<file path="src/rtl/dmem_access_ctrl.sv">
// Data memory initiator: accepts one valid/ready request, holds memread/memwrite for WAIT_CYCLES, returns a valid/ready response.
// Build option DMEM_RANGE_CHECK_EN: addresses >= MEM_DEPTH bypass memory and respond with resp_err=1.
module dmem_access_ctrl #(
    parameter int ADDR_W      = 8,
    parameter int DATA_W      = 32,
    parameter int WAIT_CYCLES = 1,
    parameter int MEM_DEPTH   = 128
) (
    input  logic              clk,
    input  logic              rst_n,
    input  logic              req_valid,
    output logic              req_ready,
    input  logic              req_write,
    input  logic [ADDR_W-1:0] req_addr,
    input  logic [DATA_W-1:0] req_wdata,
    output logic              resp_valid,
    input  logic              resp_ready,
    output logic [DATA_W-1:0] resp_rdata,
    output logic              resp_err,
    output logic              memread,
    output logic              memwrite,
    output logic [ADDR_W-1:0] address,
    output logic [DATA_W-1:0] writedata,
    input  logic [DATA_W-1:0] readdata
);
    // state  | meaning
    // IDLE   | req_ready high, no strobes, waiting for a request
    // ACCESS | memread or memwrite held with latched address/data
    // RESP   | resp_valid high, rdata/err held until resp_ready
    typedef enum logic [1:0] {IDLE, ACCESS, RESP} state_e;

    localparam logic [3:0]      CNT_LOAD = 4'(WAIT_CYCLES - 1);
    localparam logic [ADDR_W:0] DEPTH_L  = (ADDR_W + 1)'(MEM_DEPTH);
`ifdef DMEM_RANGE_CHECK_EN
    localparam bit RANGE_CHECK = 1'b1;
`else
    localparam bit RANGE_CHECK = 1'b0;
`endif

    state_e            state_q;
    logic [3:0]        cnt_q;
    logic              write_q;
    logic              req_ready_q;
    logic              resp_valid_q;
    logic [DATA_W-1:0] resp_rdata_q;
    logic              resp_err_q;
    logic              memread_q;
    logic              memwrite_q;
    logic [ADDR_W-1:0] address_q;
    logic [DATA_W-1:0] writedata_q;

    logic accept;
    logic out_of_range;

    assign accept       = req_valid && req_ready_q;
    assign out_of_range = RANGE_CHECK && ({1'b0, req_addr} >= DEPTH_L);

    always_ff @(posedge clk or negedge rst_n) begin
        if (!rst_n) begin
            state_q      <= IDLE;
            cnt_q        <= '0;
            write_q      <= 1'b0;
            req_ready_q  <= 1'b0;
            resp_valid_q <= 1'b0;
            resp_rdata_q <= '0;
            resp_err_q   <= 1'b0;
            memread_q    <= 1'b0;
            memwrite_q   <= 1'b0;
            address_q    <= '0;
            writedata_q  <= '0;
        end else begin
            case (state_q)
                IDLE: begin
                    req_ready_q <= 1'b1;
                    if (accept) begin
                        req_ready_q <= 1'b0;
                        write_q     <= req_write;
                        address_q   <= req_addr;
                        writedata_q <= req_wdata;
                        cnt_q       <= CNT_LOAD;
                        if (out_of_range) begin
                            // Rejected address never reaches the memory bank.
                            state_q      <= RESP;
                            resp_valid_q <= 1'b1;
                            resp_err_q   <= 1'b1;
                            resp_rdata_q <= '0;
                        end else begin
                            state_q    <= ACCESS;
                            memread_q  <= ~req_write;
                            memwrite_q <= req_write;
                        end
                    end
                end
                ACCESS: begin
                    if (cnt_q == 4'd0) begin
                        memread_q    <= 1'b0;
                        memwrite_q   <= 1'b0;
                        resp_valid_q <= 1'b1;
                        resp_rdata_q <= write_q ? '0 : readdata;
                        state_q      <= RESP;
                    end else begin
                        cnt_q <= cnt_q - 4'd1;
                    end
                end
                RESP: begin
                    if (resp_ready) begin
                        resp_valid_q <= 1'b0;
                        resp_err_q   <= 1'b0;
                        req_ready_q  <= 1'b1;
                        state_q      <= IDLE;
                    end
                end
                default: begin
                    state_q <= IDLE;
                end
            endcase
        end
    end

    assign req_ready  = req_ready_q;
    assign resp_valid = resp_valid_q;
    assign resp_rdata = resp_rdata_q;
    assign resp_err   = resp_err_q;
    assign memread    = memread_q;
    assign memwrite   = memwrite_q;
    assign address    = address_q;
    assign writedata  = writedata_q;

endmodule

</file>
<file path="config.mk">
export PLATFORM = sky130hd
export DESIGN_NAME = dmem_access_ctrl
export DESIGN_NICKNAME = d
export VERILOG_FILES = /design/src/rtl/dmem_access_ctrl.sv
export SDC_FILE = /design/constraint.sdc
export NUM_CORES = 1
export LEC_CHECK = 0
export ABC_AREA = 1
export BUFFER_PORTS_ARGS = -buffer_cell sky130_fd_sc_hd__buf_4
export CELL_PAD_IN_SITES_DETAIL_PLACEMENT = 2
export CELL_PAD_IN_SITES_GLOBAL_PLACEMENT = 2
export CORE_ASPECT_RATIO = 1.75
export CORE_MARGIN = 2
export CORE_UTILIZATION = 26
export CTS_CLUSTER_SIZE = 28
export DETAILED_ROUTE_END_ITERATION = 10
export HOLD_SLACK_MARGIN = 0.1
export PLACE_DENSITY_LB_ADDON = 0.1
export SLEW_MARGIN = 20
export SYNTH_ARGS = -nofsm -noshare
export SYNTH_HDL_FRONTEND = slang
export SYNTH_SLANG_ARGS = --single-unit
export TNS_END_PERCENT = 1
</file>
<file path="constraint.sdc">
create_clock -name clk -period 1.5 [get_ports clk]
set_clock_uncertainty 0.05 [all_clocks]
set_input_delay 0.3 -clock clk [delete_from_list [all_inputs] [get_ports clk]]
set_output_delay 0.3 -clock clk [all_outputs]
set_load 0.01 [all_outputs]
</file>
; ---- Word level (Yosys, flattened, before mapping)
; Cells that the tools add are included.
[totals]
word_cells = 50
reg_bits = 83
out_inout_bits = 77
[classes]
bitwise_logic = 1
muxes = 19
n_reduce_logical = 13
n_addsub = 1
n_eq_ne = 6
[op_table]
columns = cell, count
row1 = $mux W32, 1
row2 = $reduce_and A3 Y1, 4
row3 = $mux W4, 2
row4 = $ne A2 B2 Y1 const B, 4
row5 = $pmux W1 S2, 4
row6 = $pmux W4 S2, 1
row7 = $mux W1, 7
row8 = $mux W2, 3
row9 = $pmux W2 S3, 1
row10 = $reduce_and A2 Y1, 3
row11 = $reduce_bool A2 Y1, 3
row12 = $logic_not A4 Y1, 1
row13 = $sub A4 B1 Y4 const B, 1
row14 = $eq A2 B1 Y1 const B, 1
row15 = $eq A2 B2 Y1 const B, 1
row16 = $logic_not A2 Y1, 1
row17 = $logic_and A1 B1 Y1, 1
row18 = $not A1 Y1, 1

; ---- Depth between registers and ports, before layout
[depth]
word_depth = 3
depth_mapped = 8

; ---- Worst setup path before layout
; No wires, ideal clock.
[synth_timing]
path_type = flip-flop to flip-flop
startpoint = register cnt_q[0]
endpoint = register resp_rdata_q[26] (netlist: resp_rdata[26])
setup_slack_ns = 0.220
stages_incl_launch_ff = 8
setup_ns = 0.121
period_less_slack_ns = 1.280
t_arrival_ns = 1.110
required_ns = 1.329
path_buffers = 2
path_cell_list = dfrtp_1 > inv_1 > ha_1 > nand3_2 > buf_6 > buf_6 > nand2_1 > o21ai_1
[synth_via]
elab_chain_cells = 2
[synth_lines]
columns = element, line
row1 = start: declaration, 41  ; logic [3:0] cnt_q;
row2 = start signal: assignment, 102  ; cnt_q <= cnt_q - 4'd1;
row3 = $logic_not A4 Y1, 95  ; if (cnt_q == 4'd0) begin
row4 = $reduce_and A2 Y1 (no line), -
row5 = end signal: assignment, 99  ; resp_rdata_q <= write_q ? '0 : readdata;
row6 = end: declaration, 45  ; logic [DATA_W-1:0] resp_rdata_q;
; Every way passes these cells.
; A chain may end at the register's enable or synchronous reset.

; ---- Final worst setup path
[layout_timing]
startpoint = register state_q[1]
endpoint = register memread_q (netlist: memread)
[layout_via]
elab_chain_cells = 3
word_cells_on_any_way = 7
classes_between = 3 x eq/ne / 1 x mux / 3 x reduce/logical
[layout_lines]
columns = element, line
row1 = start: declaration, 40  ; state_e state_q;
row2 = start signal: assignment, 60  ; state_q <= IDLE;
row3 = start signal: assignment, 83  ; state_q <= RESP;
row4 = start signal: assignment, 88  ; state_q <= ACCESS;
row5 = $eq A2 B1 Y1 / $logic_not A2 Y1 (equally long branches), 72  ; case (state_q)
row6 = $ne A2 B2 Y1 (no line) / $reduce_bool A2 Y1 (equally long branches), -
row7 = $reduce_and A3 Y1 (no line), -
row8 = end signal: assignment, 89  ; memread_q <= ~req_write;
row9 = end: declaration, 47  ; logic memread_q;
; Parallel ways exist; a longest one is shown, timed or not.

==> results.json <==
{
  "status": "complete, no violations",
  "min_path_type": "input pin to flop",
  "highest_layer": "met4",
  "critPathKind": "flop to flop",
  "clock_sinks": 83,
  "maxCapViolations": 0,
  "post-synth-top-count-cell": "nand2_1",
  "dieArea_mm2": 0.0137,
  "ir_worst_vdd_uv": 651,
  "clock_latency_ps": 340,
  "cts_setup_buffers": 0,
  "min_to": "writedata[22]",
  "synthTopCellsByArea": "dfrtp_1 63%, nand2_1 23%, o21ai_0 2.9%",
  "arrival_ps": 1500,
  "syn2layout_area_growth_pct": 53.4,
  "cp_cell_sequence": "nor2_2 > nand3_2 > buf_4 > nand3_1 > o21ai_0",
  "synth_cells": 366,
  "synth_top_area_cell": "dfrtp_1",
  "track_usage_pct": 16.6,
  "ios": 154,
  "avgSynthCellArea_um2": 9.05,
  "reg2reg_setup_slack_ps": 150,
  "finalSetupViolations": 0,
  "drive_gt1_share_pct": 35.6,
  "io_buffers": 152,
  "start_util_pct": 26.6,
  "met3_length_um": 745,
  "synthTopCellsByCount": "200 x nand2_1, 83 x dfrtp_1, 19 x o21ai_0, 15 x o21ai_1",
  "fp-row-count": 54,
  "slew_viol_final": 0,
  "n_antenna_cell": 0,
  "worst_setup_path_start_kind": "flop",
  "fp.coreArea_mm2": 0.0124,
  "worst-path-buf-inv": 1,
  "grt_pass1_vias": 3507,
  "hpwl_mm": 7.88,
  "r2r_cells": 5,
  "cts_root_buffer": "clkbuf_16",
  "cts_htree_levels": 3,
  "rsz0062_at_grt": "yes",
  "synth_edf_count": 0,
  "worstHoldStart": "req_wdata[22]",
  "dieWidth_um": 89.3,
  "fmax_mhz": 743,
  "synthesis.area_mm2": 0.00331,
  "synth-seq-area-share_pct": 62.7,
  "syn-num-nets": 445,
  "critPathMaxFanout": 29,
  "drt-met1-wl_mm": 3.85,
  "place.gp.congestion": 0.752,
  "min_period_over_period_pct": 89.8,
  "crit_family": "flip-flops",
  "ys_seq_elements": 83,
  "antenna_found_initial": 0,
  "end_kind": "flop",
  "drc": 0,
  "timing.rr.end": "memread",
  "period_needed_ps": 1350,
  "synth_ff_type": "dfrtp_1",
  "hold_path_depth": 3,
  "drtAntennaViolNets": 0,
  "r2r-start": "state_q[1]",
  "grt_max_degree": 84,
  "grt_pass1_wl_mm": 17.5,
  "met2_length_mm": 5.99,
  "dr.pass1.iters": 4,
  "post-synth-top-area-fraction_pct": 62.7,
  "die_h_um": 153,
  "critPathRequiredTime_ps": 1660,
  "dr_total_vias": 3077,
  "cp_slowest_stage_delay_ps": 430,
  "synth_warnings": 0,
  "async_flop_share_pct": 100,
  "yosysUniqueCellTypes": 21,
  "drtIter0Drc": 73,
  "clk_pin_slew_ps": 60,
  "hold_viol": 0,
  "cts_max_path_buffers": 2,
  "numCtsBuffers": 9,
  "grt-ovfl-total": 0,
  "final_cells": 701,
  "fin_nets": 608,
  "leakagePower_uw": 0.00272,
  "viasPerCell": 4.39,
  "wl_per_cell_um": 15.4,
  "cts_tree": "done",
  "powerDensity_mw_per_mm2": 2100,
  "holdWs_ps": 110,
  "post-place-cells": 677,
  "crit_slowest_cell": "dfrtp_1",
  "routed_wl_mm": 10.8
}
-- per-layer routing --
layer	track usage (%)	up-vias
li1	-	1453
met1	17.5	1507
met2	30.3	102
met3	4.64	15
met4	6.04	0
met5	0	-
-- per-stage QoR --
step	setup TNS, ps	utilization, %	total power [µW]	setup WS [ps]	cell area [µm²]
2_1_floorplan	0	-	5980	220	3310
3_3_place_gp	0	37.5	8160	188	4670
3_5_place_dp	0	37.5	8410	84.5	4670
4_1_cts	0	40.8	10900	36.3	5070
5_1_grt	-0.232	40.9	11600	-0.232	5080
6_report	0	40.9	10700	154	5080
-- registers in the layout, summed over array words and instances (netlist names), 2 cells and up --
name	flops
address	8
cnt_q	4
resp_rdata	32
state_q	2
writedata	32
-- cell type report --
class	count	area, µm²
fill	1437	7350
sequential	83	2080
timing repair buffer	171	1360
multi-input combinational	255	1080
clock buffer	11	243
tap	168	210
clock inverter	4	75.1
inverter	9	33.8
-- what timing repair did --
action	in CTS	in global routing
endpoints found under the hold margin	91	0
resized for setup	0	4
endpoints found under the setup margin	0	8
hold buffers	9	0
-- kinds of logic (layout without fill, tap and decap cells) --
kind of cell / count (synthesis) / in the layout / share of synthesized area (%)
buf+inv: 28 / 195 / 4.68
other cells: 1 / 1 / 0.113
flops: 83 / 83 / 62.7
xor+xnor: 1 / 1 / 0.264
simple gates: 210 / 210 / 24.6
fa+ha+maj: 2 / 2 / 0.755
compound gates: 41 / 41 / 6.88
-- placed cells by master, fill, tap and decap left out --
cell type,count
nand2_1,199
buf_4,158
dfrtp_1,83
o21ai_0,18
o21ai_1,16
clkbuf_16,9
dlygate4sd3_1,9
inv_1,6
o21ai_2,5
buf_12,4
inv_2,3
nor2_1,3
nand3_1,3
nand3_2,2
clkinvlp_4,2
bufinv_16,2
nor2_2,1
nor2_4,1
nand2_2,1
xnor2_1,1
o211ai_1,1
o22ai_1,1
ha_1,1
ha_2,1
conb_1,1
clkbuf_1,1
clkbuf_8,1
-- power breakdown --
part | internal, µW | switching [µW]
registers | 3220 | 568
clock network | 1500 | 900
logic | 2060 | 2420
total | 6780 | 3890
-- tightest hold or removal path, stage by stage --
cell	delay [ps]
buf_4	80
nand2_1	40
nand2_1	40
-- worst max path at each step --
| stage | from | slack, ps | to | depth (start not counted) |
|---|---|---|---|---|
| CTS | cnt_q[1] | 40 | resp_rdata[15] | 5 |
| global placement | state_q[1] | 190 | memread | 5 |
| finish | state_q[1] | 150 | memread | 5 |
| detailed placement | cnt_q[1] | 80 | resp_rdata[15] | 5 |
| floorplan | cnt_q[0] | 220 | resp_rdata[26] | 7 |
| global route | state_q[0] | -0.2 | memread | 5 |
(Power assumes the default switching activity.)
